## config.mk

```make
export PLATFORM = sky130hd
export DESIGN_NAME = gen_gray_codec_pipe
export DESIGN_NICKNAME = d
export VERILOG_FILES = /design/src/rtl/gen_gray_pkg.sv /design/src/rtl/gen_gray_codec_lane.sv /design/src/rtl/gen_gray_codec_pipe.sv
export SDC_FILE = /design/constraint.sdc
export NUM_CORES = 1
export LEC_CHECK = 0
export ABC_CLOCK_PERIOD_IN_PS = 1300
export BUFFER_PORTS_ARGS = -buffer_cell sky130_fd_sc_hd__buf_2
export CORE_MARGIN = 2
export CORE_UTILIZATION = 48
export CTS_BUF_LIST = sky130_fd_sc_hd__clkbuf_16
export DETAILED_ROUTE_END_ITERATION = 16
export GPL_TIMING_DRIVEN = 0
export PLACE_DENSITY = 0.73
export REMOVE_ABC_BUFFERS = 1
export SYNTH_ARGS = -nofsm -noshare
export SYNTH_HDL_FRONTEND = slang
export SYNTH_SLANG_ARGS = --single-unit
```

## constraint.sdc

```tcl
create_clock -name clk -period 1.3 [get_ports clk]
set_clock_uncertainty 0.05 [all_clocks]
set_input_delay 0.26 -clock clk [delete_from_list [all_inputs] [get_ports clk]]
set_output_delay 0.26 -clock clk [all_outputs]
set_load 0.1 [all_outputs]
```

## src/rtl/gen_gray_pkg.sv

```systemverilog
// ---------------------------------------------------------------------------
// gen_gray_pkg
// Shared constants and conversion helpers for the Gray/binary codec pipe.
//   MODE_G2B / MODE_B2G : transaction direction encoding (in_mode/out_mode)
//   gray2bin            : Gray -> binary, prefix XOR from the MSB down
//   bin2gray            : binary -> Gray, b ^ (b >> 1)
//   multi_bit_step      : 1 when x has two or more bits set
// The helpers work on a fixed-width container word and take the live width
// as an argument; callers zero-extend into the container and truncate the
// result back to their own WIDTH.
// ---------------------------------------------------------------------------
package gen_gray_pkg;

    localparam logic MODE_G2B = 1'b0;
    localparam logic MODE_B2G = 1'b1;

    // Widest lane the helpers support.
    localparam int GRAY_MAX_W = 32;

    typedef logic [GRAY_MAX_W-1:0] gray_word_t;

    // Ones in bit positions [width-1:0].
    function automatic gray_word_t width_mask(input int width);
        gray_word_t m;
        m = '0;
        for (int i = 0; i < GRAY_MAX_W; i++) begin
            m[i] = (i < width);
        end
        return m;
    endfunction

    function automatic gray_word_t bin2gray(input gray_word_t b, input int width);
        gray_word_t bm;
        bm = b & width_mask(width);
        return bm ^ (bm >> 1);
    endfunction

    // b[i] is the running parity of g[width-1:i].
    function automatic gray_word_t gray2bin(input gray_word_t g, input int width);
        gray_word_t b;
        logic       p;
        b = '0;
        p = 1'b0;
        for (int i = GRAY_MAX_W - 1; i >= 0; i--) begin
            if (i < width) begin
                p    = p ^ g[i];
                b[i] = p;
            end
        end
        return b;
    endfunction

    // Clearing the lowest set bit leaves something only if two or more were set.
    function automatic logic multi_bit_step(input gray_word_t x, input int width);
        gray_word_t xm;
        xm = x & width_mask(width);
        return (xm & (xm - gray_word_t'(1))) != '0;
    endfunction

endpackage

```

## src/rtl/gen_gray_codec_lane.sv

```systemverilog
// ---------------------------------------------------------------------------
// gen_gray_codec_lane
// One lane of the codec: Gray history register, step check and conversion.
//   clk, rst      : clock, synchronous active-high reset
//   acc           : a beat is accepted this cycle
//   chk_mode      : mode of the incoming beat (history / step check side)
//   chk_data      : lane value of the incoming beat
//   conv_mode     : mode of the value being converted
//   conv_data     : lane value being converted (raw input or stage-1 copy)
//   step_err      : incoming G2B value differs from history in >1 bit
//   conv_out      : converted value of conv_data
// The step check reads the history as it stands before this beat's update,
// so back-to-back accepted beats are each checked against their predecessor.
// ---------------------------------------------------------------------------
module gen_gray_codec_lane
    import gen_gray_pkg::*;
#(
    parameter int WIDTH = 4
) (
    input  logic             clk,
    input  logic             rst,
    input  logic             acc,
    input  logic             chk_mode,
    input  logic [WIDTH-1:0] chk_data,
    input  logic             conv_mode,
    input  logic [WIDTH-1:0] conv_data,
    output logic             step_err,
    output logic [WIDTH-1:0] conv_out
);

    logic [WIDTH-1:0] hist_d, hist_q;
    logic             hist_v_d, hist_v_q;

    // NOTE: every always_comb output gets a default first, so no latch is inferred.
    always_comb begin
        hist_d   = hist_q;
        hist_v_d = hist_v_q;
        // Only accepted G2B beats move the history; B2G beats pass through it.
        if (acc && chk_mode == MODE_G2B) begin
            hist_d   = chk_data;
            hist_v_d = 1'b1;
        end
    end

    // NOTE: state uses non-blocking assignments so every flop samples pre-edge values.
    always_ff @(posedge clk) begin
        if (rst) begin
            hist_q   <= '0;
            hist_v_q <= 1'b0;
        end else begin
            hist_q   <= hist_d;
            hist_v_q <= hist_v_d;
        end
    end

    always_comb begin
        step_err = 1'b0;
        if (chk_mode == MODE_G2B && hist_v_q) begin
            step_err = multi_bit_step(gray_word_t'(chk_data ^ hist_q), WIDTH);
        end
    end

    always_comb begin
        conv_out = WIDTH'(gray2bin(gray_word_t'(conv_data), WIDTH));
        if (conv_mode == MODE_B2G) begin
            conv_out = WIDTH'(bin2gray(gray_word_t'(conv_data), WIDTH));
        end
    end

endmodule

```

## src/rtl/gen_gray_codec_pipe.sv

```systemverilog
// ---------------------------------------------------------------------------
// gen_gray_codec_pipe
// Pipelined multi-channel Gray/binary converter with valid/ready handshake.
//   clk, rst              : clock, synchronous active-high reset
//   in_valid/in_ready     : input handshake
//   in_mode               : 0 = Gray->binary, 1 = binary->Gray
//   in_data               : CHANNELS lanes of WIDTH bits, lane k at [k*WIDTH +: WIDTH]
//   out_valid/out_ready   : output handshake
//   out_mode, out_data    : mode and converted lanes of the presented beat
//   out_err               : per-lane Gray step error of the presented beat
//   err_sticky, err_clr   : per-lane OR of delivered errors, and its clear
// PIPE = 1 registers conversion, mode and error in a single stage.
// PIPE = 2 registers raw data and error in stage 1, conversion in stage 2.
// The only combinational input-to-output path is out_ready -> in_ready.
// ---------------------------------------------------------------------------
module gen_gray_codec_pipe
    import gen_gray_pkg::*;
#(
    parameter int WIDTH    = 4,
    parameter int CHANNELS = 2,
    parameter int PIPE     = 2
) (
    input  logic                      clk,
    input  logic                      rst,
    input  logic                      in_valid,
    output logic                      in_ready,
    input  logic                      in_mode,
    input  logic [CHANNELS*WIDTH-1:0] in_data,
    output logic                      out_valid,
    input  logic                      out_ready,
    output logic                      out_mode,
    output logic [CHANNELS*WIDTH-1:0] out_data,
    output logic [CHANNELS-1:0]       out_err,
    output logic [CHANNELS-1:0]       err_sticky,
    input  logic                      err_clr
);

    localparam int DW = CHANNELS * WIDTH;

    logic                in_ready_raw;
    logic                accept;
    logic                conv_mode;
    logic [DW-1:0]       conv_src;
    logic [DW-1:0]       conv_res;
    logic [CHANNELS-1:0] step_err;

    logic                last_v;
    logic                last_mode;
    logic [DW-1:0]       last_data;
    logic [CHANNELS-1:0] last_err;

    logic [CHANNELS-1:0] err_sticky_d, err_sticky_q;

    // Held low during reset; otherwise purely a function of stage state and out_ready.
    assign in_ready = in_ready_raw & ~rst;
    assign accept   = in_valid & in_ready;

    for (genvar k = 0; k < CHANNELS; k++) begin : g_lane
        gen_gray_codec_lane #(
            .WIDTH (WIDTH)
        ) u_lane (
            .clk       (clk),
            .rst       (rst),
            .acc       (accept),
            .chk_mode  (in_mode),
            .chk_data  (in_data[k*WIDTH +: WIDTH]),
            .conv_mode (conv_mode),
            .conv_data (conv_src[k*WIDTH +: WIDTH]),
            .step_err  (step_err[k]),
            .conv_out  (conv_res[k*WIDTH +: WIDTH])
        );
    end

    if (PIPE == 1) begin : g_pipe1

        logic                s1_v_d, s1_v_q;
        logic                s1_mode_d, s1_mode_q;
        logic [DW-1:0]       s1_data_d, s1_data_q;
        logic [CHANNELS-1:0] s1_err_d, s1_err_q;

        assign conv_src     = in_data;
        assign conv_mode    = in_mode;
        assign in_ready_raw = ~s1_v_q | out_ready;

        always_comb begin
            s1_v_d    = s1_v_q;
            s1_mode_d = s1_mode_q;
            s1_data_d = s1_data_q;
            s1_err_d  = s1_err_q;
            // Stage is empty or draining: it takes whatever is offered.
            if (in_ready_raw) begin
                s1_v_d = in_valid;
            end
            if (accept) begin
                s1_mode_d = in_mode;
                s1_data_d = conv_res;
                s1_err_d  = step_err;
            end
        end

        always_ff @(posedge clk) begin
            if (rst) begin
                s1_v_q    <= 1'b0;
                s1_mode_q <= 1'b0;
                s1_data_q <= '0;
                s1_err_q  <= '0;
            end else begin
                s1_v_q    <= s1_v_d;
                s1_mode_q <= s1_mode_d;
                s1_data_q <= s1_data_d;
                s1_err_q  <= s1_err_d;
            end
        end

        assign last_v    = s1_v_q;
        assign last_mode = s1_mode_q;
        assign last_data = s1_data_q;
        assign last_err  = s1_err_q;

    end else begin : g_pipe2

        logic                s1_v_d, s1_v_q;
        logic                s1_mode_d, s1_mode_q;
        logic [DW-1:0]       s1_data_d, s1_data_q;
        logic [CHANNELS-1:0] s1_err_d, s1_err_q;
        logic                s2_v_d, s2_v_q;
        logic                s2_mode_d, s2_mode_q;
        logic [DW-1:0]       s2_data_d, s2_data_q;
        logic [CHANNELS-1:0] s2_err_d, s2_err_q;
        logic                s2_open;
        logic                ld2;

        // Stage 2 can take a beat when empty or when its own beat leaves now.
        assign s2_open      = ~s2_v_q | out_ready;
        assign ld2          = s1_v_q & s2_open;
        assign in_ready_raw = ~s1_v_q | ~s2_v_q | out_ready;
        assign conv_src     = s1_data_q;
        assign conv_mode    = s1_mode_q;

        always_comb begin
            s1_v_d    = s1_v_q;
            s1_mode_d = s1_mode_q;
            s1_data_d = s1_data_q;
            s1_err_d  = s1_err_q;
            s2_v_d    = s2_v_q;
            s2_mode_d = s2_mode_q;
            s2_data_d = s2_data_q;
            s2_err_d  = s2_err_q;

            if (in_ready_raw) begin
                s1_v_d = in_valid;
            end
            // Error is resolved at accept time, against pre-update history.
            if (accept) begin
                s1_mode_d = in_mode;
                s1_data_d = in_data;
                s1_err_d  = step_err;
            end

            if (s2_open) begin
                s2_v_d = s1_v_q;
            end
            if (ld2) begin
                s2_mode_d = s1_mode_q;
                s2_data_d = conv_res;
                s2_err_d  = s1_err_q;
            end
        end

        always_ff @(posedge clk) begin
            if (rst) begin
                s1_v_q    <= 1'b0;
                s1_mode_q <= 1'b0;
                s1_data_q <= '0;
                s1_err_q  <= '0;
                s2_v_q    <= 1'b0;
                s2_mode_q <= 1'b0;
                s2_data_q <= '0;
                s2_err_q  <= '0;
            end else begin
                s1_v_q    <= s1_v_d;
                s1_mode_q <= s1_mode_d;
                s1_data_q <= s1_data_d;
                s1_err_q  <= s1_err_d;
                s2_v_q    <= s2_v_d;
                s2_mode_q <= s2_mode_d;
                s2_data_q <= s2_data_d;
                s2_err_q  <= s2_err_d;
            end
        end

        assign last_v    = s2_v_q;
        assign last_mode = s2_mode_q;
        assign last_data = s2_data_q;
        assign last_err  = s2_err_q;

    end

    assign out_valid = last_v;
    assign out_mode  = last_mode;
    assign out_data  = last_data;
    assign out_err   = last_err;

    // A delivered error beats a simultaneous clear.
    always_comb begin
        err_sticky_d = err_sticky_q;
        if (err_clr) begin
            err_sticky_d = '0;
        end
        if (out_valid && out_ready) begin
            err_sticky_d = err_sticky_d | out_err;
        end
    end

    always_ff @(posedge clk) begin
        if (rst) begin
            err_sticky_q <= '0;
        end else begin
            err_sticky_q <= err_sticky_d;
        end
    end

    assign err_sticky = err_sticky_q;

endmodule

```

==> impl_metrics.py <==
metrics = {
    "timing": {
        "max_freq_mhz": 716.6,
        "finalHoldViolCount": 0,
        "rsz0062_at_grt": "yes",
        "fin_crit_sh_pct": 107.3,
        "tightestPinTransition_ns": 0.4826,
        "slew_violations": 0,
        "fin_crit_ns": 1.395,
        "slew_headroom_pct": 68.05,
        "fin_ws_ns": -0.09547,
        "setup-tns-final_ns": -0.1908,
        "setup_viol": 2,
        "hold_slack_ns": 0.2165,
    },
    "hold_path": {
        "whs_endpoint": "conv_mode",
        "hold_class": "in2reg",
        "hold_start": "in_mode",
        "min_delay_path_depth": 3,
    },
    "critical_path": {
        "ff2ff_path_depth": 5,
        "cp_slowest_cell": "dfxtp_4",
        "crit_top_cell": "nor2_4",
        "regToRegStartpoint": "out_valid",
        "reg2reg_slack_ns": 0.08,
        "critical_path.top_delay_family": "flip-flops",
        "crit_type": "reg2out",
        "required_ns": 0.99,
        "path_cells": "nand2b_4 -> nor2_4 -> nor2_4 -> buf_12",
        "worstPathMaxFanout": 4,
        "crit_buf_inv": 1,
        "rr_endpoint": "g_lane[1].u_lane.hist_q[0]",
        "max_stage_delay_ns": 0.38,
        "crit_arrival_ns": 1.09,
        "cp-end-kind": "primary output",
        "start_kind": "register",
    },
    "placed_design": {
        "gp_congestion": 0.7193,
        "hpwl_um": 2067,
        "dp.cells": 234,
        "dpl_cell_area_sq_um": 1687,
        "numPortBuffers": 28,
    },
    "finish": {
        "n_antenna_cell": 0,
        "final_cell_mix": "dfxtp_1 (33), nor2_1 (26), buf_4 (20)",
        "layout_commonest_cell": "dfxtp_1",
        "nNetsFinal": 218,
        "syn2layout_area_growth_pct": 31.09,
        "fill_cells": 272,
        "drive_gt1_share_pct": 30.73,
        "multi_input_area_sq_um": 790.8,
        "instances_no_fill": 249,
        "fin_area_sq_um": 2026,
        "layout.area.seq_sq_um": 708.2,
    },
    "grt": {
        "grt_start_max_net_pins": 29,
        "grtUsageMet1_pct": 18.92,
        "grt_pass1_wl_um": 4940,
        "grt_pass1_vias": 1182,
        "busiest_layer": "met2",
        "grt_util_met3_pct": 7.036,
        "grtUsageMet2_pct": 33.95,
        "overflow": 0,
        "grt_util_all_layers_pct": 18.56,
        "antenna_found_initial": 0,
    },
    "logic_synthesis": {
        "postSynth.asyncResetShare_pct": 0,
        "syn_area_sq_um": 1545,
        "synth_adder_area_share_pct": 0,
        "ys_ff_latch": 35,
        "ys.flop_type": "dfxtp_1",
        "synth-simple-area-share_pct": 20.00,
        "syn_inst": 169,
        "muxShareOfSynthArea_pct": 5.830,
        "synth_edf_count": 0,
        "ys_seq_area_share_pct": 45.34,
        "synth_top_family_by_area": "simple AND/OR/NAND/NOR gates",
        "synth-compound-area-share_pct": 12.79,
        "yosys_warnings": 0,
        "yosysUniqueCellTypes": 30,
        "synthXorXnorAreaFrac_pct": 9.636,
        "syn_area_per_cell_sq_um": 9.143,
    },
    "pwr": {
        "p_per_area_nw_per_um2": 1546,
        "leakagePower_nw": 0.9538,
        "total_power_mw": 3.131,
        "ir_drop_v": 0.0009257,
    },
    "clock_network": {
        "cts_buffers": 5,
        "clk_pin_slew_ns": 0.05,
        "postCtsHoldBufs": 0,
        "cts_tree": "done",
        "cts_root_buf": "clkbuf_16",
        "clock_latency_ns": 0.28,
        "h-tree-depth": 2,
        "cts.sinks": 35,
        "cts_buffer_depth": 2,
    },
    "die": {
        "pin_count": 29,
        "row_count": 20,
        "core_sq_um": 3053,
        "die_w_um": 60.74,
        "die_height_um": 60.74,
        "die_area_sq_um": 3689,
        "start_util_pct": 50.61,
    },
    "route": {
        "drtAntennaViolNets": 0,
        "drc": 0,
        "viasPerCell": 4.976,
        "num_vias": 1239,
        "drtPass1Iterations": 4,
        "drtIter0Drc": 30,
        "wl_um": 2988,
        "wl_per_cell_um": 12.00,
    },
    "status": {
        "violations": "negative setup slack",
        "status": "finished with violations",
    },
    "run": {
        "max-cap-violations": 0,
    },
}
how the worst max path moves through the flow:
stage / slack [ns] / cells past startpoint / end / from
2_1_floorplan: -1.30 / 3 / in_ready / out_valid
3_3_place_gp: -0.42 / 5 / g_pipe2.s1_err_q[1] / rst
3_5_place_dp: -0.44 / 5 / g_pipe2.s1_err_q[0] / rst
4_1_cts: -0.11 / 4 / in_ready / out_valid
5_1_grt: -0.13 / 4 / in_ready / out_valid
6_report: -0.1 / 4 / in_ready / out_valid
synthesized netlist by cell type (2+ instances only):
library cell | n | area share, %
xnor2_1 | 10 | 5.7
clkbuf_1 | 2 | 0.49
dfxtp_1 | 35 | 45
nor2_1 | 28 | 6.8
nor3_1 | 2 | 0.65
xor2_1 | 7 | 4.0
nand2_1 | 16 | 3.9
a21oi_1 | 13 | 4.2
nor2b_1 | 2 | 0.81
inv_1 | 11 | 2.7
nand3_1 | 2 | 0.65
a211o_1 | 2 | 1.1
mux2i_1 | 9 | 5.8
a211oi_1 | 2 | 0.97
a32oi_1 | 2 | 1.1
a31o_2 | 8 | 4.5
buf_6 | 3 | 2.2
nor4_1 | 3 | 1.2
report_power, final:
part	internal (mW)	switching [mW]
registers	1.12	0.0413
clock network	1.09	0.413
logic	0.159	0.304
kinds of logic (layout without fill, tap and decap cells):
logic type	after synthesis	after routing
flip-flops	35	35
multiplexers	9	9
XOR/XNOR	17	17
AND/OR/NAND/NOR	60	61
AO/OA/AOI/OAI	29	29
buffers and inverters	19	54
per-stage QoR:
step	util, %	setup slack (ns)
2_1_floorplan	-	-1.297
3_3_place_gp	55.25	-0.4151
3_5_place_dp	55.25	-0.4409
4_1_cts	65.49	-0.1076
5_1_grt	66.35	-0.1346
6_report	66.35	-0.09547
timing repair:
action                                  in CTS  in global routing
gates cloned                                 0                  1
setup buffers                                5                  1
pin swaps                                    2                  1
endpoints found under the setup margin      34                 16
resized for setup                           28                  3
flip-flops by register name, indices dropped and copies added, names as in the netlist:
signal	flops
g_pipe2.s1_err_q	2
out_mode	1
out_err	2
g_lane.u_lane.hist_v_q	1
out_data	8
g_pipe2.s1_v_q	1
g_lane.u_lane.hist_q	8
conv_src	8
out_valid	1
err_sticky	2
conv_mode	1
cell type report:
cell class | count | share of cell area [%]
multi-input combinational | 116 | 39.04
tap | 44 | 2.718
inverter | 12 | 2.347
clock buffer | 5 | 6.177
clock inverter | 3 | 3.150
sequential | 35 | 34.96
timing repair buffer | 34 | 11.61
layer usage:
layer | vias up | share of wire [%]
met3 | 5 | 4.4
met1 | 569 | 43
li1 | 642 | -
met2 | 23 | 51
met4 | 0 | 1.6
met5 | - | 0
tightest hold or removal path, stage by stage:
cell     delay (ns)
buf_2          0.11
mux2i_1        0.06
nor2_1         0.07
Note: power is estimated with default switching activity, not from simulation.
